$ cat src/rtl/uart_tx_mmio.sv
// Memory-mapped 8N1 UART transmitter with a 4-deep write FIFO (DATA at 0, STATUS at 1).
// Define UART_TX_PARITY_EN to insert an even-parity bit between the data bits and the stop bit.

module uart_tx_mmio #(
  parameter int size_addr = 1,
  parameter int size      = 2,
  parameter int fifo_addr = 2,
  parameter int clk_div   = 16
) (
  input  logic                 clk,
  input  logic                 reset,
  input  logic                 read,
  input  logic                 write,
  output logic                 ready_r,
  output logic                 ready_w,
  input  logic [size_addr-1:0] address,
  input  logic [7:0]           data_in,
  output logic [7:0]           data_out,
  output logic                 tx
);

  localparam int                   DEPTH       = 2 ** fifo_addr;
  localparam logic [size_addr-1:0] STATUS_ADDR = size_addr'(size - 1);
  localparam logic [7:0]           BAUD_LOAD   = 8'(clk_div - 1);
  localparam logic [fifo_addr:0]   PTR_ONE     = (fifo_addr + 1)'(1);

  typedef enum logic [2:0] {S_IDLE, S_START, S_DATA, S_PARITY, S_STOP} state_e;

  state_e               state_q, state_d;
  logic [7:0]           baud_q, baud_d;
  logic [2:0]           bit_cnt_q, bit_cnt_d;
  logic [7:0]           shift_q, shift_d;
  logic                 tx_q, tx_d;
  logic                 ready_r_q, ready_r_d;
  logic                 ready_w_q, ready_w_d;
  logic                 done_q, done_d;
  logic [7:0]           data_out_q, data_out_d;
  logic [fifo_addr:0]   wr_ptr_q, rd_ptr_q;
  logic [7:0]           fifo_q [DEPTH];
  logic                 push, pop, full, empty, is_status;
  logic [7:0]           head, status;

`ifdef UART_TX_PARITY_EN
  localparam logic HAS_PARITY = 1'b1;
  logic parity_q, parity_d;
`else
  localparam logic HAS_PARITY = 1'b0;
`endif

  // The extra wrap bit distinguishes full from empty when the low bits match.
  assign full      = (wr_ptr_q[fifo_addr] != rd_ptr_q[fifo_addr]) &&
                     (wr_ptr_q[fifo_addr-1:0] == rd_ptr_q[fifo_addr-1:0]);
  assign empty     = (wr_ptr_q == rd_ptr_q);
  assign is_status = (address == STATUS_ADDR);
  assign head      = fifo_q[rd_ptr_q[fifo_addr-1:0]];
  assign status    = {4'b0000, HAS_PARITY, state_q != S_IDLE, empty, full};

  // Bus side: done_q allows a single push per write-high period.
  always_comb begin
    // NOTE: every combinational output gets a default first so no latch is inferred.
    ready_r_d  = read;
    data_out_d = data_out_q;
    ready_w_d  = 1'b0;
    done_d     = 1'b0;
    push       = 1'b0;
    if (read) data_out_d = is_status ? status : 8'h00;
    if (write) begin
      done_d    = done_q;
      ready_w_d = done_q;
      if (!done_q && (is_status || !full)) begin
        push      = !is_status;
        done_d    = 1'b1;
        ready_w_d = 1'b1;
      end
    end
  end

  // Transmit FSM; tx is registered and follows the next state.
  always_comb begin
    state_d   = state_q;
    baud_d    = baud_q;
    bit_cnt_d = bit_cnt_q;
    shift_d   = shift_q;
    pop       = 1'b0;
`ifdef UART_TX_PARITY_EN
    parity_d  = parity_q;
`endif
    case (state_q)
      S_IDLE: begin
        if (!empty) begin
          pop      = 1'b1;
          shift_d  = head;
          baud_d   = BAUD_LOAD;
          state_d  = S_START;
`ifdef UART_TX_PARITY_EN
          parity_d = ^head;
`endif
        end
      end
      default: begin
        if (baud_q != 8'd0) begin
          baud_d = baud_q - 8'd1;
        end else begin
          baud_d = BAUD_LOAD;
          case (state_q)
            S_START: begin
              state_d   = S_DATA;
              bit_cnt_d = 3'd0;
            end
            S_DATA: begin
              if (bit_cnt_q == 3'd7) begin
`ifdef UART_TX_PARITY_EN
                state_d = S_PARITY;
`else
                state_d = S_STOP;
`endif
              end else begin
                bit_cnt_d = bit_cnt_q + 3'd1;
                shift_d   = {1'b0, shift_q[7:1]};
              end
            end
`ifdef UART_TX_PARITY_EN
            S_PARITY: state_d = S_STOP;
`endif
            default:  state_d = S_IDLE;
          endcase
        end
      end
    endcase

    case (state_d)
      S_START:  tx_d = 1'b0;
      S_DATA:   tx_d = shift_d[0];
`ifdef UART_TX_PARITY_EN
      S_PARITY: tx_d = parity_q;
`endif
      default:  tx_d = 1'b1;
    endcase
  end

  always_ff @(posedge clk) begin
    // NOTE: sequential state uses non-blocking assignments so every register samples pre-edge values.
    if (reset) begin
      state_q    <= S_IDLE;
      baud_q     <= 8'd0;
      bit_cnt_q  <= 3'd0;
      shift_q    <= 8'h00;
      tx_q       <= 1'b1;
      ready_r_q  <= 1'b0;
      ready_w_q  <= 1'b0;
      done_q     <= 1'b0;
      data_out_q <= 8'h00;
      wr_ptr_q   <= '0;
      rd_ptr_q   <= '0;
`ifdef UART_TX_PARITY_EN
      parity_q   <= 1'b0;
`endif
    end else begin
      state_q    <= state_d;
      baud_q     <= baud_d;
      bit_cnt_q  <= bit_cnt_d;
      shift_q    <= shift_d;
      tx_q       <= tx_d;
      ready_r_q  <= ready_r_d;
      ready_w_q  <= ready_w_d;
      done_q     <= done_d;
      data_out_q <= data_out_d;
      if (push) wr_ptr_q <= wr_ptr_q + PTR_ONE;
      if (pop)  rd_ptr_q <= rd_ptr_q + PTR_ONE;
`ifdef UART_TX_PARITY_EN
      parity_q   <= parity_d;
`endif
    end
  end

  // NOTE: the storage array has no reset; the pointers alone define which entries are valid.
  always_ff @(posedge clk) begin
    if (push) fifo_q[wr_ptr_q[fifo_addr-1:0]] <= data_in;
  end

  assign tx       = tx_q;
  assign ready_r  = ready_r_q;
  assign ready_w  = ready_w_q;
  assign data_out = data_out_q;

endmodule

$ cat config.mk
export PLATFORM = sky130hd
export DESIGN_NAME = uart_tx_mmio
export DESIGN_NICKNAME = d
export VERILOG_FILES = /design/src/rtl/uart_tx_mmio.sv
export SDC_FILE = /design/constraint.sdc
export NUM_CORES = 1
export LEC_CHECK = 0
export CAP_MARGIN = 20
export CORE_MARGIN = 1.5
export CORE_UTILIZATION = 25
export CTS_BUF_LIST = sky130_fd_sc_hd__clkbuf_4 sky130_fd_sc_hd__clkbuf_8
export DETAILED_ROUTE_END_ITERATION = 8
export DONT_BUFFER_PORTS = 1
export PLACE_DENSITY = 0.42
export SYNTH_ARGS = -nofsm -noshare
export SYNTH_HDL_FRONTEND = slang
export SYNTH_SLANG_ARGS = --single-unit
export TNS_END_PERCENT = 10
$ cat constraint.sdc
create_clock -name clk -period 2.3 [get_ports clk]
set_clock_uncertainty 0.2 [all_clocks]
set_input_delay 0.115 -clock clk [delete_from_list [all_inputs] [get_ports clk]]
set_output_delay 0.115 -clock clk [all_outputs]
set_load 0.02 [all_outputs]
# Yosys cells after proc, flatten, opt, wreduce, memory -nomap -nowiden
# Memories as Yosys holds them, arrays and structs flattened. A register that Yosys moved wholly into a read port is not among the register bits.
# Cells that the tools add are included.
# Widths: inputs -> output; s select.
totals:
  reg_bits: 39
  elab_cells: 70
  input_bits: 13
  mem_bits_rw: 32
  memories: 1
op_classes:
  eq_ne: 12
  bitwise_logic: 3
  n_addsub: 4
  n_reduce_logical: 14
  n_mux: 25
memory_table:
  columns: ["memory", "words", "word_bits", "read_ports", "rd_clocked_by_memory_dff", "wr", "line", "source"]
  rows:
  - ["fifo_q", 4, 8, 1, 1, 1, "39", "logic [7:0] fifo_q [DEPTH];"]
op_table:
  columns: ["operator", "n"]
  rows:
  - ["$mux 8", 8]
  - ["$mux 3", 6]
  - ["$pmux 3 s2", 2]
  - ["$add 3x1->3 const B", 3]
  - ["$reduce_and 4->1", 2]
  - ["$reduce_bool 8->1", 1]
  - ["$sub 8x1->8 const B", 1]
  - ["$eq 3x1->1 const B", 2]
  - ["$eq 3x2->1 const B", 2]
  - ["$mux 1", 6]
  - ["$mux 2", 2]
  - ["$ne 2x1->1 const B", 2]
  - ["$ne 2x2->1 const B", 2]
  - ["$reduce_bool 2->1", 2]
  - ["$eq 3x3->1", 1]
  - ["$eq 3x3->1 const B", 1]
  - ["$logic_not 1->1", 3]
  - ["$logic_not 3->1", 1]
  - ["$not 1->1", 3]
  - ["$reduce_bool 3->1", 1]
  - ["$eq 2x2->1", 1]
  - ["$logic_and 1x1->1", 2]
  - ["$pmux 1 s2", 1]
  - ["$reduce_or 2->1", 1]
  - ["other kinds (2)", 2]

# Longest topological paths before layout
logic_depth:
  word_depth: 9
  mapped_depth: 7
  depth_no_buf: 7

# Worst setup path after synthesis
# No wires, ideal clock.
synth_timing:
  kind: "flip-flop to flip-flop"
  from: "register bit_cnt_q[0]"
  to: "register shift_q[0]"
  path_stages_with_launch: 7
  slack_ns: 0.018
  t_arrival_ns: 1.979
  setup_time_ns: 0.103
  synth_period_minus_slack_ns: 2.282
  n_path_buf: 0
  cell_sequence: "dfxtp_1 ha_1 ha_1 or4b_1 nor3_4 nor2_4 a2111oi_2"
synth_between:
  elab_chain_len: 5
synth_lines:
  columns: ["element", "line", "source"]
  rows:
  - ["start, declared", "31", "logic [2:0] bit_cnt_q, bit_cnt_d;"]
  - ["start signal, assigned", "161", "bit_cnt_q <= bit_cnt_d;"]
  - ["$eq 3x3->1", "111", "if (bit_cnt_q == 3'd7) begin"]
  - ["$mux 8", "111", null]
  - ["$mux 8", "105", "case (state_q)"]
  - ["$mux 8", "101", "if (baud_q != 8'd0) begin"]
  - ["$mux 8", "88", "case (state_q)"]
  - ["end signal, assigned", "162", "shift_q <= shift_d;"]
  - ["end, declared", "32", "logic [7:0] shift_q, shift_d;"]
# Every way passes these cells. The select of a mux whose other input is x is not followed.
# A chain may end at the register's enable or synchronous reset.

# Final worst setup path
layout_timing:
  from: "register bit_cnt_q[1]"
  to: "register bit_cnt_q[0]"
layout_between:
  elab_chain_len: 3
layout_lines:
  columns: ["element", "line"]
  rows:
  - ["$eq 3x3->1", "111"]
  - ["$ne 2x2->1 (no source line)", null]
  - ["$reduce_and 4->1 (no source line)", null]
# Every way passes these cells.

==> qor.yml <==
clocking:
  clkSinkCount: 68
  numCtsBuffers: 9
  h-tree-depth: 3
  worstSkewPairLatency_ns: 0.35
  post_cts.repair.setup_buffers: 0
  cts_root_buf: "clkbuf_8"
  clkTransAtPathRegs_ns: 0.08
  ctsLongestPathBuffers: 2
  cts_tree: "built"
synth:
  synth_edf_count: 32
  yosysWarnings: 0
  synthArstFlopShare: 0
  synthFlopType: "dfxtp_1"
  yosysSeqAreaShare: 0.579
  synthCells: 244
  yosysUniqueCellTypes: 49
  netlist_area_um2: 2900
  synth.avg_cell_area_um2: 11.9
  ys_ff_latch: 68
route:
  drc: 0
  vias: 1875
  first_iter_violations: 84
  ant_nets: 0
  viasPerCell: 4.42
  wl_um: 5740
  dr.pass1.iters: 4
  wire_per_inst_um: 13.5
sta:
  finalCritPeriodShare: 0.972
  finalHoldViolCount: 0
  max_freq_ghz: 0.447
  fin_crit_ns: 2.24
  tns_ns: 0
  setup_violations: 0
  drv_slew: 0
worst_setup_path:
  critPathTopFamily: "simple AND/OR/NAND/NOR gates"
  crit_fanout: 6
  crit_buf_inv: 0
  startpoint_type: "flop"
  cp.required_ns: 2.37
  slowest_stage: "or3b_2"
  cp_slowest_stage_delay_ns: 0.43
  end_kind: "flop"
  arrival_ns: 2.31
  worstPathCellList: "ha_2 -> ha_4 -> or3b_2 -> a211o_1 -> or3b_1 -> a21oi_1"
  worstSetupPathType: "flop to flop"
placement:
  hpwlAfterDp_um: 3780
  io_buffer_count: 0
  globalplace.congestion: 0.695
global_route:
  grt-ovfl-total: 0
  track_usage: 0.100
  grt_pass1_wl_um: 9500
  antenna_found_initial: 0
  grt_max_degree: 34
  grt_pass1_vias: 1908
finish:
  postLayoutCoreUtil: 0.314
  final_nets: 297
  multiInputGateArea_um2: 1200
  nFillCells: 1152
  diodes: 0
  layout-drive-gt1-share: 0.206
  area_growth_pct: 22.8
  regArea_um2: 1680
die:
  start_util: 0.255
  core_area_um2: 11400
  rows: 39
  die_height_um: 111
  die_w_um: 111
  ios: 24
  die_area_um2: 12300
power_and_ir_drop:
  p_leak_uw: 0.00121
  peakVddDrop_v: 0.000435
  power.density_nw_per_um2: 1110
outcome:
  outcome: "complete, no violations"
worst_hold_path:
  hold_class: "input pin to flop"
flow_run:
  cap_violations: 0
## layout by cell type (no fill, tap or decap), types with 4 or more instances in the layout
cell type,n
dfxtp_1,36
edfxtp_1,32
nor2_1,25
a21oi_1,23
nand2_1,17
buf_4,14
dlygate4sd3_1,13
clkbuf_8,9
mux4_2,8
inv_1,6
xnor2_1,6
and2_1,6
nor3_1,6
a22oi_1,6
ha_1,5
conb_1,5
nand2b_1,4
nand3_1,4
## timing repair
| item | 4_1_cts | 5_1_grt |
|---|---|---|
| resized for setup | 1 | 9 |
| hold buffers | 14 | 0 |
| pin swaps | 1 | 3 |
| endpoints found under the hold margin | 68 | 0 |
| setup endpoints to repair | 2 | 10 |
## final timing paths
kind                                   start            to  slack (ns)  cells after the start
worst max-delay path            bit_cnt_q[1]  bit_cnt_q[0]        0.06                      6
worst min-delay path                 address   wr_ptr_q[0]        0.09                      5
worst max register to register  bit_cnt_q[1]  bit_cnt_q[0]        0.06                      6
worst min register to register    shift_q[4]    shift_q[4]        0.26                      2
## stage by stage
stage          worst slack, ns  area (um2)  cells  total power, uW  hold slack (ns)
2_1_floorplan           0.0178        2920    248             2530          -0.0161
3_3_place_gp            0.0375        3160    394             2910          -0.0116
3_5_place_dp           -0.0257        3160    394             2910         -0.00866
4_1_cts                 0.0188        3510    424             3960           0.0831
5_1_grt               -0.00243        3560    424             4250            0.142
6_report                0.0642        3560    424             3970           0.0900
## power by group
group / leakage (uW) / internal [uW] / switching, uW
sequential: 0.000584 / 1430 / 185
combinational: 0.000536 / 659 / 709
clock: 0.0000935 / 504 / 480
total: 0.00121 / 2590 / 1370
## sequential cells by signal, summed over array words and instances, names as in the netlist, named ones only
signal     cells
fifo_q        32
baud_q         8
shift_q        8
bit_cnt_q      3
data_out       3
rd_ptr_q       3
state_q        3
wr_ptr_q       3
done_q         1
ready_r        1
tx             1
## cell usage after synthesis, types with 2 or more instances
| library cell | n | area (um2) |
|---|---|---|
| buf_4 | 5 | 37.5 |
| xor2_1 | 2 | 17.5 |
| nor2b_1 | 2 | 12.5 |
| or3b_2 | 2 | 17.5 |
| a22oi_1 | 6 | 45.0 |
| o21ai_0 | 3 | 15.0 |
| nor2_1 | 25 | 93.8 |
| o31ai_1 | 2 | 15.0 |
| nand2_1 | 17 | 63.8 |
| a31oi_1 | 2 | 12.5 |
| nor3b_1 | 3 | 22.5 |
| xnor2_1 | 6 | 52.6 |
| or3_1 | 2 | 12.5 |
| or2_2 | 2 | 12.5 |
| a211oi_1 | 2 | 15.0 |
| buf_2 | 2 | 10.0 |
| clkbuf_1 | 6 | 22.5 |
| a21oi_1 | 23 | 115 |
| and2_1 | 6 | 37.5 |
| ha_1 | 8 | 100 |
| nand2b_1 | 4 | 25.0 |
| nand3_1 | 4 | 20.0 |
| edfxtp_1 | 32 | 961 |
| dfxtp_1 | 36 | 721 |
| inv_1 | 6 | 22.5 |
| nor3_1 | 6 | 30.0 |
| mux4_2 | 8 | 180 |
## logic make-up after synthesis
family          synth area share
compound gates             0.100
xor+xnor                  0.0241
fa+ha+maj                 0.0345
buf+inv                   0.0319
flops                      0.579
mux                       0.0655
other cells              0.00129
simple gates               0.163
## layout make-up
cell class,count,area share
tap,143,0.0502
sequential,68,0.472
multi-input combinational,161,0.336
timing repair buffer,30,0.0804
clock inverter,7,0.0211
clock buffer,9,0.0347
inverter,6,0.00632
## layer usage
metal  global-route usage  vias up  routed length, um
li1                     -      948                  -
met1                0.119      894               2670
met2                0.163       25               2770
met3               0.0361        8                198
met4               0.0436        0                 98
met5                    0        -                  0
## worst min-delay path, delay by kind of cell
family	cells	cell delay, ns
buffers and inverters	1	0.15
and+or+nand+nor	2	0.13
xor gates and xnor gates	1	0.12
AOI/OAI and AO/OA	1	0.07
(Power assumes the default switching activity.)
